===== src/rtl/pingpong_buf_ctrl.sv =====
// rtl/pingpong_buf_ctrl.sv - ping-pong buffer sequencing controller
// Turns a valid/ready word stream into bank writes and drains each full bank as a read-beat sequence.
module pingpong_buf_ctrl #(
  parameter int DEPTH      = 32,
  parameter int WIDTH      = 8,
  parameter int ADDR_WIDTH = 16,
  parameter int RD_BEATS   = 28,
  parameter int RD_STEP    = 1
) (
  input  logic                  clk,
  input  logic                  rst,
  input  logic                  s_valid,
  input  logic [WIDTH-1:0]      s_data,
  output logic                  s_ready,
  output logic                  wr_en,
  output logic [ADDR_WIDTH-1:0] wr_addr,
  output logic [WIDTH-1:0]      wr_data,
  output logic                  wr_bank,
  output logic                  rd_en,
  output logic [ADDR_WIDTH-1:0] rd_base,
  output logic                  rd_bank,
  input  logic                  rd_accept,
  output logic                  rd_last,
  output logic                  bank_done,
  output logic [1:0]            bank_full
);

  localparam int WCNT_W = (DEPTH > 1) ? $clog2(DEPTH) : 1;
  localparam int RCNT_W = (RD_BEATS > 1) ? $clog2(RD_BEATS) : 1;
  localparam logic [WCNT_W-1:0]     WCNT_MAX  = WCNT_W'(DEPTH - 1);
  localparam logic [RCNT_W-1:0]     RCNT_MAX  = RCNT_W'(RD_BEATS - 1);
  localparam logic [ADDR_WIDTH-1:0] BASE_STEP = ADDR_WIDTH'(RD_STEP);

  typedef enum logic [1:0] {B_EMPTY, B_FILLING, B_FULL, B_DRAINING} bank_st_e;
  typedef enum logic {R_IDLE, R_RUN} rd_st_e;

  bank_st_e               bank_st_q [2];
  bank_st_e               bank_st_d [2];
  rd_st_e                 rstate_q, rstate_d;
  logic                   wr_ptr_q, wr_ptr_d;
  logic [WCNT_W-1:0]      wcnt_q, wcnt_d;
  logic                   wr_en_q, wr_en_d;
  logic [ADDR_WIDTH-1:0]  wr_addr_q, wr_addr_d;
  logic [WIDTH-1:0]       wr_data_q, wr_data_d;
  logic                   wr_bank_q, wr_bank_d;
  logic                   rd_bank_q, rd_bank_d;
  logic [RCNT_W-1:0]      rcnt_q, rcnt_d;
  logic                   rd_en_q, rd_en_d;
  logic [ADDR_WIDTH-1:0]  rd_base_q, rd_base_d;
  logic                   rd_last_q, rd_last_d;
  logic                   bank_done_q, bank_done_d;
  logic                   wr_open;
  logic                   hs;

  // The writer may only target a bank the reader has released or is still filling.
  assign wr_open = (bank_st_q[wr_ptr_q] == B_EMPTY) || (bank_st_q[wr_ptr_q] == B_FILLING);
  assign s_ready = ~rst & wr_open;
  assign hs      = s_valid & s_ready;

  always_comb begin
    bank_st_d[0] = bank_st_q[0];
    bank_st_d[1] = bank_st_q[1];
    rstate_d     = rstate_q;
    wr_ptr_d     = wr_ptr_q;
    wcnt_d       = wcnt_q;
    wr_en_d      = 1'b0;
    wr_addr_d    = wr_addr_q;
    wr_data_d    = wr_data_q;
    wr_bank_d    = wr_bank_q;
    rd_bank_d    = rd_bank_q;
    rcnt_d       = rcnt_q;
    rd_en_d      = rd_en_q;
    rd_base_d    = rd_base_q;
    rd_last_d    = rd_last_q;
    bank_done_d  = 1'b0;

    if (hs) begin
      wr_en_d   = 1'b1;
      wr_addr_d = ADDR_WIDTH'(wcnt_q);
      wr_data_d = s_data;
      wr_bank_d = wr_ptr_q;
      if (wcnt_q == WCNT_MAX) begin
        wcnt_d              = '0;
        bank_st_d[wr_ptr_q] = B_FULL;
        wr_ptr_d            = ~wr_ptr_q;
      end else begin
        wcnt_d              = wcnt_q + WCNT_W'(1);
        bank_st_d[wr_ptr_q] = B_FILLING;
      end
    end

    // Writer and reader always sit on different banks here, so both updates can land together.
    case (rstate_q)
      R_IDLE: begin
        if (bank_st_q[rd_bank_q] == B_FULL) begin
          rstate_d               = R_RUN;
          bank_st_d[rd_bank_q]   = B_DRAINING;
          rcnt_d                 = '0;
          rd_base_d              = '0;
          rd_en_d                = 1'b1;
          rd_last_d              = (RD_BEATS == 1);
        end
      end
      R_RUN: begin
        if (rd_accept) begin
          if (rcnt_q == RCNT_MAX) begin
            rstate_d             = R_IDLE;
            bank_st_d[rd_bank_q] = B_EMPTY;
            bank_done_d          = 1'b1;
            rd_bank_d            = ~rd_bank_q;
            rcnt_d               = '0;
            rd_en_d              = 1'b0;
            rd_base_d            = '0;
            rd_last_d            = 1'b0;
          end else begin
            rcnt_d               = rcnt_q + RCNT_W'(1);
            rd_base_d            = rd_base_q + BASE_STEP;
            rd_last_d            = ((rcnt_q + RCNT_W'(1)) == RCNT_MAX);
          end
        end
      end
      default: rstate_d = R_IDLE;
    endcase
  end

  always_ff @(posedge clk) begin
    if (rst) begin
      bank_st_q[0] <= B_EMPTY;
      bank_st_q[1] <= B_EMPTY;
      rstate_q     <= R_IDLE;
      wr_ptr_q     <= 1'b0;
      wcnt_q       <= '0;
      wr_en_q      <= 1'b0;
      wr_addr_q    <= '0;
      wr_data_q    <= '0;
      wr_bank_q    <= 1'b0;
      rd_bank_q    <= 1'b0;
      rcnt_q       <= '0;
      rd_en_q      <= 1'b0;
      rd_base_q    <= '0;
      rd_last_q    <= 1'b0;
      bank_done_q  <= 1'b0;
    end else begin
      bank_st_q[0] <= bank_st_d[0];
      bank_st_q[1] <= bank_st_d[1];
      rstate_q     <= rstate_d;
      wr_ptr_q     <= wr_ptr_d;
      wcnt_q       <= wcnt_d;
      wr_en_q      <= wr_en_d;
      wr_addr_q    <= wr_addr_d;
      wr_data_q    <= wr_data_d;
      wr_bank_q    <= wr_bank_d;
      rd_bank_q    <= rd_bank_d;
      rcnt_q       <= rcnt_d;
      rd_en_q      <= rd_en_d;
      rd_base_q    <= rd_base_d;
      rd_last_q    <= rd_last_d;
      bank_done_q  <= bank_done_d;
    end
  end

  assign wr_en        = wr_en_q;
  assign wr_addr      = wr_addr_q;
  assign wr_data      = wr_data_q;
  assign wr_bank      = wr_bank_q;
  assign rd_en        = rd_en_q;
  assign rd_base      = rd_base_q;
  assign rd_bank      = rd_bank_q;
  assign rd_last      = rd_last_q;
  assign bank_done    = bank_done_q;
  assign bank_full[0] = (bank_st_q[0] == B_FULL) || (bank_st_q[0] == B_DRAINING);
  assign bank_full[1] = (bank_st_q[1] == B_FULL) || (bank_st_q[1] == B_DRAINING);

endmodule


===== config.mk =====
export PLATFORM = sky130hd
export DESIGN_NAME = pingpong_buf_ctrl
export DESIGN_NICKNAME = d
export VERILOG_FILES = /design/src/rtl/pingpong_buf_ctrl.sv
export SDC_FILE = /design/constraint.sdc
export NUM_CORES = 1
export LEC_CHECK = 0
export ABC_CLOCK_PERIOD_IN_PS = 1800
export BUFFER_PORTS_ARGS = -buffer_cell sky130_fd_sc_hd__buf_2
export CAP_MARGIN = 0
export CORE_MARGIN = 3
export CORE_UTILIZATION = 26
export CTS_BUF_LIST = sky130_fd_sc_hd__clkbuf_2
export DETAILED_ROUTE_END_ITERATION = 8
export PLACE_DENSITY_LB_ADDON = 0.3
export SYNTH_ARGS = -nofsm -noshare
export SYNTH_HDL_FRONTEND = slang
export SYNTH_SLANG_ARGS = --single-unit

===== constraint.sdc =====
create_clock -name clk -period 1.8 [get_ports clk]
set_input_delay 0 -clock clk [delete_from_list [all_inputs] [get_ports clk]]
set_output_delay 0 -clock clk [all_outputs]
set_load 0.1 [all_outputs]

==> out/results.txt, run 1 <==
The filler cells instantiated in the layout total 1004. CTS built an H-tree with a depth of 2. The floorplan has 35 rows. Horizontal die dimension: 104 um. Dividing total power by cell area gives a power density of 644 mW/mm^2. For the total standard cell area after synthesis, the log shows 0.00251 mm^2.

The maximum vdd ir drop is 0.000348 V, and the area enclosed by the die boundary is 0.0109 mm^2. At the worst endpoint, the arrival time is 2.09 ns. The die is 104 um tall.

The clock slew at the register clock pins of the worst setup and hold paths was 0.29 ns. The final count of hold timing violations is 0. The most common cell in the synthesized netlist is dfxtp_1. The run gives 0 as the initial antenna violation count. The tools report the startpoint kind of the worst setup timing path as a flop. In this run, CTS created clock tree buffers numbering 5.

In the final routed layout, each cell accounts on average for 12.4 um. Fraction of synthesis flops using an asynchronous set or reset pin: 0%. Data on the critical path is required at its endpoint by 2.18 ns. The via count of the first global-routing pass is 2298, and the total placed instance area is 0.00297 mm^2. TritonCTS built the clock tree. The tools report the reg-to-reg startpoint as rcnt_q[0].

The slack of the worst reg-to-reg path is 0.09 ns. The endpoint identified for the worst register-to-register timing path is rd_last. The top-level port count is 61. Detailed routing inserted a total of 2337 vias. Wires add up to 6.19 mm. For the final database, setup skew stands at 0.0275 ns. For this run, design rule violations remaining after detail routing come to 0.

For this run, the number of Yosys warnings is 0. The first-pass iteration count of the detailed router is 4. The congestion estimate from routability-driven global placement came to 0.814. Summed over its instances, the top area cell type makes up 42.3% of the synthesized netlist area. Subtracting the final worst setup slack from the clock period gives 1.71 ns.

For the final design instance area without fill, the log shows 0.00315 mm^2. The synthesized design contains 0 enable-type register cells. Yosys attributes the largest share of cell area to dfxtp_1 42%, nand2_1 6.7%, a21oi_1 5.8%. The worst register-to-register path has a depth of 5. The tools report the final count of negative-setup-slack endpoints as 0. The run gives 0.00203 W as the power after layout. Along the worst path, the maximum fanout reaches 5. The category of the most critical setup path is reg2reg. The area growth from synthesis to layout is 25.8%. The run finished with clean final reports. Category of the worst setup path capture point: a flop.

Summed over all cells, the static leakage comes to 1.38 nW. The largest total area in the synthesized netlist belongs to dfxtp_1. At the later pin of the worst-skew pair, clock insertion delay measures 0.45 ns. The repair_antennas step left the layout with diodes totalling 0. For the buffer levels on the longest clock path, the log shows 2. Setup repair after global routing left no endpoint under its margin.

After global routing the overflow that remains totals 0. Synthesis handed over a netlist of 300 instances. Dividing the final minimum period by the clock period gives 95.0%.

After detailed routing, the number of vias per cell comes to 4.69. Detailed placement ended at an HPWL of 4.31 mm. The violation count after the first detailed-routing iteration is 87, and the flip-flop and latch count after synthesis is 53.

The layout cell share with drive strength beyond 1 came out at 28.7%. Sequential cells were found to cover 42.3% of the synthesized design area. The average instance area after synthesis was 8.35 um^2; the count of pins over their slew limit was 0. The first global-routing pass estimated 10.8 mm of wire.

The total of buffers placed on input and output ports came out at 49. Across every metal layer, demand over resource in global routing totals 11.7%. The tool flagged a number of max-cap violations equal to 0. The logs give 0 ns for the setup TNS after final layout and 0.00928 mm^2 for the area of the core region. The final antenna-violating net count is 0, and the peak clock frequency supported by timing is 585 MHz.

The number of unique standard cell types used by synthesis came out at 52. The end of the worst hold path is wr_data[0]. The starting density of the core came out at 27.0%.

The number of nets in the final layout was 386; the transition time at the pin with the least slew margin was 0.531 ns. Largest net degree at the start of global routing: 29. For this design, the sink count on the clock tree is 53. The worst hold path begins at s_data[0]. The tightest min-delay check is of the in2reg type. The worst hold path was traced through 4 stages. The run gives 64.5% as the worst relative slew slack.

For this run, the leading register cell type out of synthesis is dfxtp_1. In this run the clock root is driven by a clkbuf_2. By count the netlist is led by 53 x dfxtp_1, 45 x nand2_1, 29 x a21oi_1, 20 x nor2_1, 15 x clkbuf_1.
## stage by stage
step | cells | worst slack (ns) | utilization [%] | hold slack (ns)
after global routing | 498 | 0.00765 | 33.9 | 0.264
after detailed placement | 477 | 0.0474 | 32.0 | 0.248
after floorplan | 310 | 0.00967 | - | 0.136
after CTS | 496 | 0.0263 | 33.7 | 0.278
final | 498 | 0.0906 | 33.9 | 0.300
after global placement | 477 | 0.0774 | 32.0 | 0.241
## cells in the final DEF, fill, tap and decap left out, types with 3 or more instances in the layout
master         Yosys  routed
nand3_1           12      12
dfxtp_2            0       8
dfxtp_1           53      35
inv_1              4       4
nor2b_1            4       3
ha_1               6       5
a211oi_1           5       5
nand4b_1           3       3
a31oi_1            4       4
and4_1             4       4
o21ai_0           11      10
nor2_1            20      20
buf_2              2      48
nor3_1             7       7
nand3b_1           3       3
a21oi_1           29      29
nand2_1           45      45
clkbuf_2           0       7
a211o_1            4       4
buf_4             11      22
conb_1             1      11
dfxtp_4            0      10
nand2b_1           4       4
and3_1             8       8
dlygate4sd3_1      0      11
mux2i_1            4       3
## registers in the layout (all words and copies together), names as in the netlist, 4 cells and up, named ones only
| name | cells |
|---|---|
| rcnt_q | 5 |
| bank_st_q | 4 |
| wcnt_q | 5 |
| wr_data | 8 |
| wr_addr | 5 |
| rd_base | 16 |
## worst max-delay path by stage
stage                 from           to  slack (ns)  depth (start not counted)
2_1_floorplan  rd_base[10]  rd_base[13]        0.01                          4
3_3_place_gp     rcnt_q[1]  rd_base[12]        0.08                          5
3_5_place_dp     rcnt_q[1]  rd_base[12]        0.05                          5
4_1_cts          rcnt_q[0]  rd_base[12]        0.03                          5
5_1_grt          rcnt_q[0]   rd_base[6]       0.008                          7
6_report         rcnt_q[0]      rd_last        0.09                          5
## metal layers
metal | share of wire (%) | vias up | global-route usage, %
met5 | 0 | - | 0
met4 | 0.76 | 0 | 3.13
met3 | 4.8 | 7 | 2.98
met2 | 46 | 55 | 19.7
met1 | 48 | 1092 | 14.8
li1 | - | 1183 | -
## timing repair
item | in CTS | in global routing
hold endpoints to repair | 19 | 0
hold buffers | 11 | 0
gates resized for setup | 1 | 6
setup buffers | 0 | 2
endpoints found under the setup margin | 1 | 6
## kinds of logic after synthesis
group,Yosys count,synth area share [%]
adder cells (fa/ha/maj),6,3.00
buffers and inverters,34,7.44
XOR/XNOR,2,0.699
other,1,0.150
flip-flops,53,42.3
multiplexers,4,1.60
AO/OA/AOI/OAI,72,18.4
AND/OR/NAND/NOR,128,26.4
## critical path: stages, from the launching register on
cell and delay, ns:
dfxtp_2 0.39, ha_2 0.18, buf_4 0.14, and2b_1 0.16, or4b_2 0.66, o21ai_1 0.12
## cell type report
class,instances,area (um^2),share of cell area [%]
inverters,4,15.0,0.476
well taps,129,161,5.12
flip-flops and latches,53,1110,35.2
clock buffers,7,35.0,1.11
multi-input cells,223,1310,41.6
clock inverters,1,6.26,0.198
repair buffers,81,515,16.4
## power by group
group | total, W | switching, W | leakage [nW] | internal, W
clock | 0.000503 | 0.000394 | 0.0335 | 0.000110
sequential | 0.00119 | 0.0000125 | 0.441 | 0.00118
combinational | 0.000333 | 0.000271 | 0.906 | 0.0000615
total | 0.00203 | 0.000677 | 1.38 | 0.00135
Power figures use the tool's default switching activity.
==> inputs of run 2 (changes only) <==
BUFFER_PORTS_ARGS = default   (was -buffer_cell sky130_fd_sc_hd__buf_2)
CORE_UTILIZATION = 40   (was 26)
DONT_BUFFER_PORTS = 1   (was default)
==> out/results.txt, run 2 (synthesis results as in run 1) <==
The mean routed wirelength per cell is 13.4 um (+8.1%). Broken down by cell family, the worst path's largest delay share belongs to simple AND/OR/NAND/NOR gates. The run gives 2.13 ns (+0.04 ns) as the arrival time at the worst endpoint. The routed length on met2 is 2.81 mm (-2.4%). The wire length of the first global-routing pass is 9.87 mm (-8.7%), and the instance count along the most critical hold path is 3 (-1). The run gives 2 (unchanged) as the buffer levels on the longest clock path. The clock tree skew after final layout came out at 0.0155 ns (-0.0120 ns). The combined global-route utilization of all metal layers was 16.5% (+4.8 points); the biggest cell delay along the critical path was 0.67 ns (about the same).

On the critical path, the stage with the largest delay is an instance of or4b_2. The final design utilization came out at 52.7% (+19 points). The worst setup path is of the reg2reg kind. The tools report the amount of wire on met3 after detailed routing as 269 um (-8.8%). The logs give 1.33 nW (-3.4%) for the leakage power and 0.00725 mm^2 (-33%) for the area enclosed by the die boundary.

The endpoint identified for the worst register-to-register timing path is rd_last. For the slack of the worst reg-to-reg path, the log shows 0.07 ns (-0.02 ns). The number of placement rows was 28 (-20%). The run gives 53 (+83%) as the largest net degree at the start of global routing. The highest metal layer carrying signal wires in the routed design is met4.

The clock tree root buffer cell is clkbuf_2. The path with the worst hold slack has its endpoint at wr_data[0]. The number of cells traversed by the worst register-to-register path was 5 (unchanged). The source of the worst hold timing path is s_data[0].

The total CTS buffers was 5 (unchanged); the final estimated routing congestion in global placement was 0.783 (-3.9%). The logs give 0 (unchanged) for the remaining global-route overflow and 0 (unchanged) for the number of DRC violations after detailed routing. The library cell used most frequently in the layout, excluding fill and tap cells, is buf_4.

For the peak clock frequency supported by timing, the log shows 577 MHz (-1.4%). The total of buffers placed on input and output ports was 0 (-100%). The critical path goes through ha_2, buf_4, and2b_1, or4b_2, o21ai_2.

The flow ran to the end, and the final reports show no timing, DRC or antenna violations. For the violation count after the first detailed-routing iteration, the log shows 179 (+110%). Tightest hold margin: 0.184 ns (-0.116 ns). The power per unit of standard cell area came out at 683 mW/mm^2 (+6.1%). STA classifies the critical path endpoint as a flop. The tools report the total number of vias as 2270 (-2.9%).

The startpoint kind of the worst setup timing path was a flop. For the number of max-cap violations, the log shows 0 (unchanged). Cell depth of the worst setup path: 5 (unchanged).

The final critical delay including setup and external delays was 1.73 ns (+0.0236 ns). Number of nets in the final layout: 371 (-3.9%). The layout cell share with drive strength beyond 1 is 26.0% (-2.7 points). The flip-flop count of the largest register after layout was 16 (unchanged); the count of pins over their slew limit was 0 (unchanged). The tools report the starting density of the core as 41.8% (+15 points). The final count of negative-setup-slack endpoints was 0 (unchanged); the buffer and inverter count on the worst path was 1 (unchanged). The tightest min-delay check is of the in2reg type.

The detailed-placement wirelength estimate came out at 4.01 mm (-7.0%). The clock net sink count came out at 53 (unchanged). The final count of hold timing violations was 0 (unchanged); the via count normalized by instance count was 5.29 (+13%).

In the layout the commonest cells are 53 x buf_4, 45 x nand2_1, 35 x dfxtp_1. The tools report the top-level port count as 61 (unchanged). The run gives 2195 (-4.5%) as the via count of the first global-routing pass. Setup repair after global routing could not meet its margin everywhere.

The horizontal die dimension works out to 85.2 um (-18%). The tools report the routed wire length as 5.77 mm (-6.9%). The portion of the clock cycle consumed by the worst path in the final layout was 96.3% (+1.3 points).

The initial antenna violation count was 0 (unchanged); the first-pass iteration count of the detailed router was 4 (unchanged). The maximum vdd ir drop came out at 0.000404 V (+16%). The count of antenna diodes in the layout was 0 (unchanged); the number of H-tree branching levels was 2 (unchanged). Clock latency on the worst-skew pair: 0.45 ns (about the same). The area growth from synthesis to final layout works out to 25.9% (about the same). The largest fanout of any net on the critical path was 5 (unchanged); the final antenna-violating net count was 0 (unchanged).

The met1 wire length is 2.61 mm (-12%). The tools report the area of the core region as 0.00599 mm^2 (-35%). The clock slew at the register clock pins of the worst setup and hold paths is 0.28 ns (about the same), and the required time at the worst-slack endpoint is 2.20 ns (+0.02 ns). TritonCTS built the clock tree. Die height: 85.2 um (-18%). In this run the critical register-to-register path is launched from rcnt_q[1].
-- run 2: area by class of cell --
class / instances / area (um^2)
fill: 583 / 2840
multi-input combinational: 223 / 1320
sequential: 53 / 1110
timing repair buffer: 66 / 548
tap: 75 / 93.8
clock inverter: 3 / 45.0
clock buffer: 5 / 25.0
inverter: 4 / 15.0
-- run 2: worst max-delay path by stage --
stage                      from     endpoint  slack, ns
global route          rcnt_q[1]      rd_last      -0.02
detailed placement    rcnt_q[0]  rd_base[14]       0.04
floorplan           rd_base[10]  rd_base[13]       0.01
finish                rcnt_q[1]      rd_last       0.07
CTS                   rcnt_q[1]      rd_last      0.003
global placement      rcnt_q[0]  rd_base[14]       0.09
-- run 2: tightest hold or removal path, stage by stage --
cell           delay (ns)
dlygate4sd3_1        0.53
nand2_1              0.06
a21oi_1              0.05
-- run 2: stage by stage --
stage	std cells	worst slack [ns]	TNS (ns)	cell area, um^2	power [W]
2_1_floorplan	310	0.00967	0	2590	0.00149
3_3_place_gp	408	0.0926	0	2930	0.00150
3_5_place_dp	408	0.0379	0	2930	0.00151
4_1_cts	429	0.00297	0	3140	0.00219
5_1_grt	429	-0.0154	-0.0154	3150	0.00223
6_report	429	0.0670	0	3150	0.00216
-- run 2: what timing repair did --
action | 4_1_cts | 5_1_grt
endpoints found under the hold margin | 53 | 0
buffers inserted | 1 | 0
resized for setup | 2 | 6
hold buffers | 12 | 0
setup endpoints to repair | 3 | 9
-- run 2: report_power, final --
part / leakage (nW) / internal (W) / switching, W
registers: 0.442 / 0.00118 / 0.0000125
clock network: 0.0435 / 0.000239 / 0.000389
logic: 0.848 / 0.0000677 / 0.000267
total: 1.33 / 0.00149 / 0.000669
-- run 2: per-layer routing --
layer	GRT usage (%)	vias up
li1	-	1161
met1	19.7	1053
met2	28.4	47
met3	3.88	9
met4	6.76	0
met5	0	-
==> inputs of run 3 (changes only) <==
CORE_UTILIZATION = 39   (was 40)
==> out/results.txt, run 3 (synthesis results as in run 1) <==
The flow ran to the end, and the final reports show no timing, DRC or antenna violations. The final critical delay including setup and external delays came out at 1.72 ns (-0.0176 ns). The total placed instance area is 0.00291 mm^2 (-0.51%), and the final design instance area without fill is 0.00316 mm^2 (+0.32%). The area enclosed by the die boundary was 0.00742 mm^2 (+2.4%); the power per unit of standard cell area was 681 mW/mm^2 (-0.37%).

Die height: 86.2 um (+1.2%). The tools report the number of DRC violations after detailed routing as 0 (unchanged). The total CTS buffers is 5 (unchanged). The clock slew at the register clock pins of the worst setup and hold paths is 0.28 ns (about the same), and the combined global-route utilization of all metal layers is 15.7% (-0.75 points). The clock tree skew after final layout was 0.0267 ns (+0.0112 ns); the final count of negative-setup-slack endpoints was 0 (unchanged). The wire length of the first global-routing pass is 9.64 mm (-2.4%), and the maximum vdd ir drop is 0.000462 V (+14%). The run gives 0.00111 mm^2 (+0.34%) as the register area.

The tools report the via count of the first global-routing pass as 2202 (+0.32%). The flip-flop count of the largest register after layout works out to 16 (unchanged). The worst setup path is of the reg2reg kind. Final antenna-violating net count: 0 (unchanged). The logs give 52 (-1.9%) for the largest net degree at the start of global routing and 0.00606 mm^2 (+1.2%) for the area of the core region. The horizontal die dimension was 86.2 um (+1.2%). The count of antenna diodes in the layout is 0 (unchanged). The starting density of the core is 41.4% (-0.48 points).

The portion of the clock cycle consumed by the worst path in the final layout is 95.3% (-0.98 points), and the setup TNS after final layout is 0 ns (unchanged). The library cell used most frequently in the layout, excluding fill and tap cells, is buf_4. The mean routed wirelength per cell is 13.6 um (+1.5%), and the leakage power is 1.33 nW (about the same). The largest fanout of any net on the critical path is 4 (-1). For the final count of hold timing violations, the log shows 0 (unchanged). For the final estimated routing congestion in global placement, the log shows 0.777 (-0.72%). Arrival time at the worst endpoint: 2.12 ns (about the same).

The clock net sink count was 53 (unchanged). The logs give 0.0846 ns (+0.0176 ns) for the post-route worst setup slack and 96 (-46%) for the violation count after the first detailed-routing iteration. From synthesis to final layout, the design area changed by 26.3%.

Initial antenna violation count: 0 (unchanged). The logs give 0 (unchanged) for the remaining global-route overflow and 6 (+2) for the first-pass iteration count of the detailed router. Layout cell share with drive strength beyond 1: 26.0% (unchanged).

The tools report the number of filler cells placed in the layout as 573 (-1.7%). The run gives 0.00132 mm^2 (+0.38%) as the total area of multi-input combinational cells. Setup slack after placement: 0.0684 ns (+0.0304 ns). TritonCTS built the clock tree. The total of buffers placed on input and output ports is 0 (unchanged). The tools report the required time at the worst-slack endpoint as 2.20 ns (about the same). The number of nets in the final layout is 371 (unchanged), and the top-level port count is 61 (unchanged). The logs give 5.85 mm (+1.5%) for the routed wire length and 0.44 ns (about the same) for the clock latency on the worst-skew pair. The logs give 28 (unchanged) for the number of placement rows and 0 (unchanged) for the count of pins over their slew limit. For the number of H-tree branching levels, the log shows 2 (unchanged). The via count normalized by instance count came out at 5.34 (+1.0%). The worst setup path is launched from a flop. The tools report the total number of vias as 2293 (+1.0%). The number of max-cap violations was 0 (unchanged); the power after layout was 0.00215 W (about the same). The library cells used most frequently in the layout, excluding fill and tap cells, are 52 x buf_4, 45 x nand2_1, 34 x dfxtp_1.

The cell sitting at the root of the clock tree is a clkbuf_2. The worst setup path is captured at a flop. The worst hold path class was in2out. The detailed-placement wirelength estimate was 3.95 mm (-1.5%). The buffer levels on the longest clock path came out at 2 (unchanged). The peak clock frequency supported by timing is 583 MHz (+1.0%).
## run 3: changes by cell type in the layout (fill, tap and decap cells not counted), sizes merged
cell / change
dlygate4sd3: +1
buf: -1
## run 3: worst paths after layout
path,startpoint,to,slack [ns],depth (start not counted)
worst max-delay path,wcnt_q[0],wcnt_q[3],0.08,5
worst min-delay path,rst,s_ready,0.19,2
worst max register to register,wcnt_q[0],wcnt_q[3],0.08,5
worst min register to register,wr_addr[1],wr_addr[1],0.47,2
## run 3: through the flow
stage               utilization (%)  hold WS (ns)  instances
CTS                            51.3         0.117        426
finish                         52.2         0.191        429
global placement               48.0        0.0662        406
global route                   52.2         0.160        429
detailed placement             48.0        0.0705        406
floorplan                         -         0.136        310
## run 3: layout make-up
cell class / instances / area share [%]
Multi-Input combinational cell: 223 / 41.8
Sequential cell: 53 / 35.2
Timing Repair Buffer: 66 / 17.4
Tap cell: 75 / 2.97
Clock inverter: 3 / 1.38
Clock buffer: 5 / 0.791
Inverter: 4 / 0.474
## run 3: routing by layer
metal	vias to the layer above	routed length (um)	track usage, %
met5	-	0	0
met4	0	73	5.76
met3	9	288	3.75
met2	57	2830	27.3
met1	1068	2660	18.9
li1	1159	-	-
## run 3: report_power, final
group          leakage [nW]  internal [W]  switching, W  total (W)
registers             0.442       0.00118     0.0000120    0.00119
clock network        0.0433      0.000238      0.000383   0.000621
logic                 0.849     0.0000712      0.000270   0.000342
total                  1.33       0.00149      0.000665    0.00215
## run 3: what timing repair did
item | in CTS | in global routing
hold buffers | 12 | 1
gates resized for setup | 0 | 11
endpoints found under the setup margin | 0 | 24
buffers inserted | 0 | 2
hold endpoints to repair | 53 | 2
## run 3: worst max-delay path: stages, from the launching register on
cell,delay [ns]
dfxtp_4,0.42
ha_1,0.22
and3_1,0.21
ha_1,0.19
or4_1,0.50
a21oi_1,0.14
